<file path="config.mk">
export PLATFORM = sky130hd
export DESIGN_NAME = sobel_frame_controller
export DESIGN_NICKNAME = d
export VERILOG_FILES = /design/src/rtl/sobel_frame_controller.sv
export SDC_FILE = /design/constraint.sdc
export NUM_CORES = 1
export LEC_CHECK = 0
export CORE_ASPECT_RATIO = 0.8
export CORE_MARGIN = 10
export CORE_UTILIZATION = 48
export DETAILED_ROUTE_END_ITERATION = 7
export GPL_TIMING_DRIVEN = 0
export PLACE_DENSITY = 0.8
export SYNTH_ARGS = -nofsm -noshare
export SYNTH_HDL_FRONTEND = slang
export SYNTH_SLANG_ARGS = --single-unit
</file>
<file path="constraint.sdc">
create_clock -name iCLK -period 2.15 [get_ports iCLK]
set_input_delay 0.43 -clock iCLK [delete_from_list [all_inputs] [get_ports iCLK]]
set_output_delay 0.43 -clock iCLK [all_outputs]
set_load 0.1 [all_outputs]
</file>
<file path="src/rtl/sobel_frame_controller.sv">
//-----------------------------------------------------------------------------
// sobel_frame_controller
//
// Per-frame sequencer for the grayscale/Sobel edge pipeline. Sits between the
// CCD capture/decimation stage and the image-processing datapath / VGA mux.
//   - Tracks the X/Y position of each decimated pixel and flags the border
//     region where the 3x3 window is not yet filled.
//   - Latches host mode/threshold requests into pending registers and only
//     promotes them to the active registers at start-of-frame, so a frame
//     never mixes settings.
//   - Emits start/end-of-frame and end-of-line pulses and a sticky overrun
//     error.
//
// Optional feature macro: FRAME_CNT_EN
//   defined   : oFRAME_CNT counts completed frames (wraps at 16'hFFFF)
//   undefined : oFRAME_CNT is tied to zero and the counter is removed
//
// Ports:
//   iCLK         in   1   pipeline clock
//   iRST         in   1   asynchronous active-low reset
//   iFVAL        in   1   frame valid from the capture stage
//   iDVAL        in   1   decimated pixel valid
//   iMODE_REQ    in   2   requested mode: 0 raw, 1 gray, 2 Sobel-X, 3 Sobel-Y
//   iTHRESH_REQ  in   12  requested edge threshold
//   iCFG_STB     in   1   one-cycle strobe capturing the two requests above
//   oMODE        out  2   mode active for the current frame
//   oTHRESH      out  12  threshold active for the current frame
//   oX / oY      out  11  column / row of the pixel presented this cycle
//   oBORDER      out  1   pixel lies in the masked top/left border
//   oSOF         out  1   one-cycle pulse at frame start
//   oEOL         out  1   one-cycle pulse the cycle after a line's last pixel
//   oEOF         out  1   one-cycle pulse at frame end
//   oCFG_PEND    out  1   a captured request is waiting for the next frame
//   oERR         out  1   sticky overrun flag (cleared only by reset)
//   oFRAME_CNT   out  16  completed-frame counter
//-----------------------------------------------------------------------------
module sobel_frame_controller #(
   parameter int H_ACTIVE = 320,  // valid pixels per line after decimation
   parameter int V_ACTIVE = 240,  // valid lines per frame after decimation
   parameter int BORDER   = 2     // masked rows/cols (3x3 window fill latency)
) (
   input  logic        iCLK,
   input  logic        iRST,
   input  logic        iFVAL,
   input  logic        iDVAL,
   input  logic [1:0]  iMODE_REQ,
   input  logic [11:0] iTHRESH_REQ,
   input  logic        iCFG_STB,
   output logic [1:0]  oMODE,
   output logic [11:0] oTHRESH,
   output logic [10:0] oX,
   output logic [10:0] oY,
   output logic        oBORDER,
   output logic        oSOF,
   output logic        oEOL,
   output logic        oEOF,
   output logic        oCFG_PEND,
   output logic        oERR,
   output logic [15:0] oFRAME_CNT
);

   typedef enum logic [1:0] {
      S_IDLE,
      S_ACTIVE,
      S_DRAIN
   } state_t;

   localparam logic [10:0] X_LAST   = 11'(H_ACTIVE - 1);
   localparam logic [10:0] Y_LAST   = 11'(V_ACTIVE - 1);
   localparam logic [10:0] BORDER_W = 11'(BORDER);

   state_t      state, state_nxt;
   logic        fval_q;
   logic        fval_rise, fval_fall;
   logic        sof_hold;
   logic        start_frame, end_frame, pixel, hold_set;
   logic        line_done;
   logic [10:0] x_q, y_q;
   logic        y_full;       // last legal line completed; more pixels overrun
   logic [1:0]  mode_pend;
   logic [11:0] thresh_pend;

   assign fval_rise = iFVAL & ~fval_q;
   assign fval_fall = ~iFVAL & fval_q;

   //--------------------------------------------------------------------------
   // FSM state register
   //--------------------------------------------------------------------------
   // NOTE: sequential state uses non-blocking assignments so every register
   // samples pre-edge values, independent of always-block ordering.
   always_ff @(posedge iCLK or negedge iRST) begin
      if (!iRST) state <= S_IDLE;
      else       state <= state_nxt;
   end

   //--------------------------------------------------------------------------
   // FSM next-state and control decode
   //--------------------------------------------------------------------------
   // NOTE: every signal written here gets a default first, so no path can
   // leave one unassigned and infer a latch.
   always_comb begin
      state_nxt   = state;
      start_frame = 1'b0;
      end_frame   = 1'b0;
      pixel       = 1'b0;
      hold_set    = 1'b0;
      unique case (state)
         S_IDLE: begin
            if (fval_rise || sof_hold) begin
               start_frame = 1'b1;
               state_nxt   = S_ACTIVE;
            end
         end
         S_ACTIVE: begin
            pixel = iDVAL;
            if (fval_fall) begin
               end_frame = 1'b1;
               state_nxt = S_DRAIN;
            end
         end
         S_DRAIN: begin
            // A rise here is remembered and consumed by IDLE next cycle.
            hold_set  = fval_rise;
            state_nxt = S_IDLE;
         end
         default: state_nxt = S_IDLE;
      endcase
   end

   assign line_done = pixel && (x_q == X_LAST);

   //--------------------------------------------------------------------------
   // Frame-valid edge detection and held start request
   //--------------------------------------------------------------------------
   // fval_q resets high: if reset releases in the middle of a frame, the
   // still-high iFVAL must not look like a rise; the next real rise starts
   // the next frame.
   always_ff @(posedge iCLK or negedge iRST) begin
      if (!iRST) begin
         fval_q   <= 1'b1;
         sof_hold <= 1'b0;
      end else begin
         fval_q <= iFVAL;
         if (start_frame)   sof_hold <= 1'b0;
         else if (hold_set) sof_hold <= 1'b1;
      end
   end

   //--------------------------------------------------------------------------
   // Pixel position and overrun detection
   //--------------------------------------------------------------------------
   // X wraps exactly at H_ACTIVE. Y saturates on the last legal line; a pixel
   // arriving after that line has completed is the overrun that sets oERR.
   always_ff @(posedge iCLK or negedge iRST) begin
      if (!iRST) begin
         x_q    <= '0;
         y_q    <= '0;
         y_full <= 1'b0;
         oERR   <= 1'b0;
      end else if (start_frame) begin
         x_q    <= '0;
         y_q    <= '0;
         y_full <= 1'b0;
      end else if (pixel) begin
         if (y_full) oERR <= 1'b1;
         if (line_done) begin
            x_q <= '0;
            if (y_q == Y_LAST) y_full <= 1'b1;
            else               y_q    <= y_q + 11'd1;
         end else begin
            x_q <= x_q + 11'd1;
         end
      end
   end

   assign oX      = x_q;
   assign oY      = y_q;
   assign oBORDER = (x_q < BORDER_W) || (y_q < BORDER_W);

   //--------------------------------------------------------------------------
   // Frame / line pulses
   //--------------------------------------------------------------------------
   always_ff @(posedge iCLK or negedge iRST) begin
      if (!iRST) begin
         oSOF <= 1'b0;
         oEOF <= 1'b0;
         oEOL <= 1'b0;
      end else begin
         oSOF <= start_frame;
         oEOF <= end_frame;
         oEOL <= line_done;
      end
   end

   //--------------------------------------------------------------------------
   // Configuration: pending capture and start-of-frame promotion
   //--------------------------------------------------------------------------
   // A strobe coinciding with the start of frame goes straight to the active
   // registers; it also refreshes the pending copy so a later frame without a
   // new strobe keeps the same settings.
   always_ff @(posedge iCLK or negedge iRST) begin
      if (!iRST) begin
         mode_pend   <= '0;
         thresh_pend <= '0;
         oMODE       <= '0;
         oTHRESH     <= '0;
         oCFG_PEND   <= 1'b0;
      end else begin
         if (iCFG_STB) begin
            mode_pend   <= iMODE_REQ;
            thresh_pend <= iTHRESH_REQ;
         end
         if (start_frame) begin
            oMODE     <= iCFG_STB ? iMODE_REQ   : mode_pend;
            oTHRESH   <= iCFG_STB ? iTHRESH_REQ : thresh_pend;
            oCFG_PEND <= 1'b0;
         end else if (iCFG_STB) begin
            oCFG_PEND <= 1'b1;
         end
      end
   end

   //--------------------------------------------------------------------------
   // Completed-frame counter
   //--------------------------------------------------------------------------
`ifdef FRAME_CNT_EN
   logic [15:0] frame_cnt;

   always_ff @(posedge iCLK or negedge iRST) begin
      if (!iRST)                frame_cnt <= '0;
      else if (state == S_DRAIN) frame_cnt <= frame_cnt + 16'd1;
   end

   assign oFRAME_CNT = frame_cnt;
`else
   assign oFRAME_CNT = '0;
`endif

endmodule

</file>
==> impl_metrics.yaml, run 1 <==
route:
  wirelength_mm: 7.00
  routed_via_density: 5.25
  vias: 2352
  first_pass_iters: 5
  drtIter0Drc: 140
  wl_per_cell_um: 15.6
  drc: 0
  ant_nets: 0
run:
  drv_cap: 0
timing:
  hold_viol: 0
  post-route-period-util_pct: 98.8
  fin_ws_ns: 0.0260
  setup_violations: 0
  rsz0062_at_grt: "yes"
  fin_crit_ns: 2.12
  worstMarginPinSlew_ns: 0.990
  clock.fmax_ghz: 0.471
  drv_slew: 0
  slew-limit-headroom_pct: 34.2
  skew_ns: 0.0106
global_routing:
  grt_usage_pct: 15.0
  grt_max_degree: 35
  grt_pass1_wl_mm: 11.3
  overflow: 0
  antenna_found_initial: 0
  grt_pass1_vias: 2213
yosys:
  ys_top_cells_by_count: "59 x dfrtp_1, 56 x nand2_1, 18 x a21oi_1, 16 x buf_4, 15 x mux2_2"
  synth_cell_types: 42
  synth_edf_count: 0
  syn_area_um2: 2800
  syn_area_per_cell_um2: 10.0
  synth.most_common_cell: "dfrtp_1"
  yosysSeqAreaShare_pct: 53.7
  async_flop_share_pct: 100
  synthFlopType: "dfrtp_1"
  synthTopCellsByArea: "dfrtp_1 53%, nand2_1 7.5%, mux2_2 6.0%"
  yosys.area.top_type: "dfrtp_1"
  ys_ff_latch: 60
  yosysTopAreaCellShare_pct: 52.8
  yosysWarnings: 0
  synthCells: 279
placement:
  port_buffers: 59
  place_ws_ns: -0.656
  hpwl_mm: 5.17
  place_area_um2: 3580
  dpl.cell_count: 432
  gp_congestion: 0.829
die:
  core_area_um2: 5560
  dieWidth_um: 105
  dieArea_um2: 9300
  start_util_pct: 50.4
  die_height_um: 88.3
  rows: 24
  pin_count: 77
final_layout:
  layoutNonFillerInstCount: 448
  fill_cells: 458
  seq_area_um2: 1530
  drive_above_1_share_pct: 21.4
  diodes: 0
  multi_input_area_um2: 1180
  final_area_um2: 3730
  syn_to_final_growth_pct: 33.5
  utilization_pct: 67.2
  nNetsFinal: 386
worst_setup_path:
  crit_buf_inv: 1
  crit_type: "reg2out"
  start_kind: "flip-flop"
  path_delay_family: "buffers and inverters"
  cp_max_fo: 7
  crit_slowest_cell: "dlygate4sd2_1"
  worstPathArrival_ns: 1.69
  slowest_delay_ns: 0.90
  worstPathCellList: "dlygate4sd2_1"
  required_ns: 1.72
  endpoint_kind: "output port"
cts:
  htreeDepth: 3
  clk_path_buf_depth: 2
  cts_buffers: 9
  cts.sinks: 60
  post_cts_buffers: 0
  cts-root-buf: "clkbuf_8"
  clock_latency_ns: 0.34
  cts_tree: "yes"
  path_clk_slew_ns: 0.07
power:
  switching_share_pct: 51.9
  clkPwrFrac_pct: 19.8
  fin_total_pwr_uw: 4640
  internal_power_uw: 2230
  power.switching_uw: 2410
  peakVddDrop_mv: 1.10
  p_comb_share_pct: 48.1
  power_density_nw_per_um2: 1240
  p_leak_uw: 0.00180
  seqPwrFrac_pct: 32.1
run_status:
  status: "completed"
min_path:
  hold_class: "in2async"
[per-stage QoR]
| stage | TNS (ns) | hold slack (ns) |
|---|---|---|
| after CTS | 0 | 0.110 |
| after detailed placement | -9.51 | 0.465 |
| after floorplan | 0 | 0.134 |
| final | 0 | 0.0894 |
| after global placement | -85.04 | 0.457 |
| after global routing | -0.0144 | 0.132 |
[sequential cells by signal, indices dropped and copies added, names as in the netlist]
signal       flops
oX              11
state            2
mode_pend        2
oEOF             1
oCFG_PEND        1
thresh_pend     12
sof_hold         1
oERR             1
oSOF             1
oMODE            2
y_full           1
fval_q           1
oEOL             1
oTHRESH         12
oY              11
[routing by layer]
layer	vias up	share of wire (%)	global-route usage [%]	wire, um
met1	1125	42	17.7	2950
met2	86	49	24.3	3400
met5	-	0	0	0
met4	0	1.7	6.09	117
li1	1132	-	-	-
met3	9	7.7	5.81	538
[layout make-up]
type	count	share of cell area (%)
clock buffer	12	4.15
clock inverter	4	0.670
tap	78	2.61
inverter	8	0.804
buffer	28	4.59
multi-input combinational	198	31.5
sequential	60	40.8
timing repair buffer	60	14.8
[kinds of logic (layout without fill, tap and decap cells)]
family                   after synthesis  count (layout)  synth area share [%]
multiplexers                          17              17                  6.75
adder cells (fa/ha/maj)                2               2                 0.894
flip-flops                            60              60                  53.7
other                                  1              16                 0.134
AO/OA/AOI/OAI                         43              43                  9.53
XOR/XNOR                               1               1                 0.313
AND/OR/NAND/NOR                      119             119                  21.6
buffers and inverters                 36             112                  7.07
[power by group through the flow]
stage | clock network [uW] | registers [uW] | logic, uW
after detailed placement | 0 | 1510 | 2350
after global placement | 0 | 1500 | 2310
after CTS | 932 | 1490 | 2240
after floorplan | 0 | 2700 | 578
after global routing | 986 | 1520 | 2350
final | 921 | 1490 | 2230
[placed cells by master, fill, tap and decap left out, types with 8 or more instances in the layout]
| cell type | instances |
|---|---|
| o31ai_1 | 8 |
| dfrtp_1 | 45 |
| mux2_2 | 15 |
| nor2_1 | 12 |
| clkbuf_8 | 11 |
| conb_1 | 16 |
| clkbuf_1 | 8 |
| dlygate4sd2_1 | 35 |
| dfrtp_2 | 12 |
| buf_4 | 16 |
| nand3_1 | 10 |
| a21oi_1 | 18 |
| or4_1 | 8 |
| nand2_1 | 55 |
| clkdlybuf4s50_1 | 16 |
[final timing paths]
path                             from          to  slack (ns)  depth (start not counted)
hold / removal                   iRST  oTHRESH[7]        0.09                          1
hold reg to reg            oTHRESH[1]  oTHRESH[1]        0.48                          2
setup reg to reg                oX[7]      oY[10]        0.13                          5
setup / recovery                oY[7]       oY[7]        0.03                          1
min in group iCLK          oTHRESH[1]  oTHRESH[1]        0.48                          2
max in group asynchronous        iRST      oX[10]        1.44                          2
[what timing repair did]
item,4_1_cts,5_1_grt
resized for setup,51,13
hold buffers,0,0
setup endpoints to repair,52,26
pin swaps,1,0
Power figures use the tool's default switching activity.
==> inputs of run 2 (changes only) <==
CTS_CLUSTER_SIZE = 20   (was default)
==> results of run 2 <==
Same layout as run 1: the final DEF is identical, and so are final timing and power.
==> inputs of run 3 (changes only) <==
GPL_ROUTABILITY_DRIVEN = 0   (was default)
==> results of run 3 <==
Same layout as run 1: the final DEF is identical, and so are final timing and power.
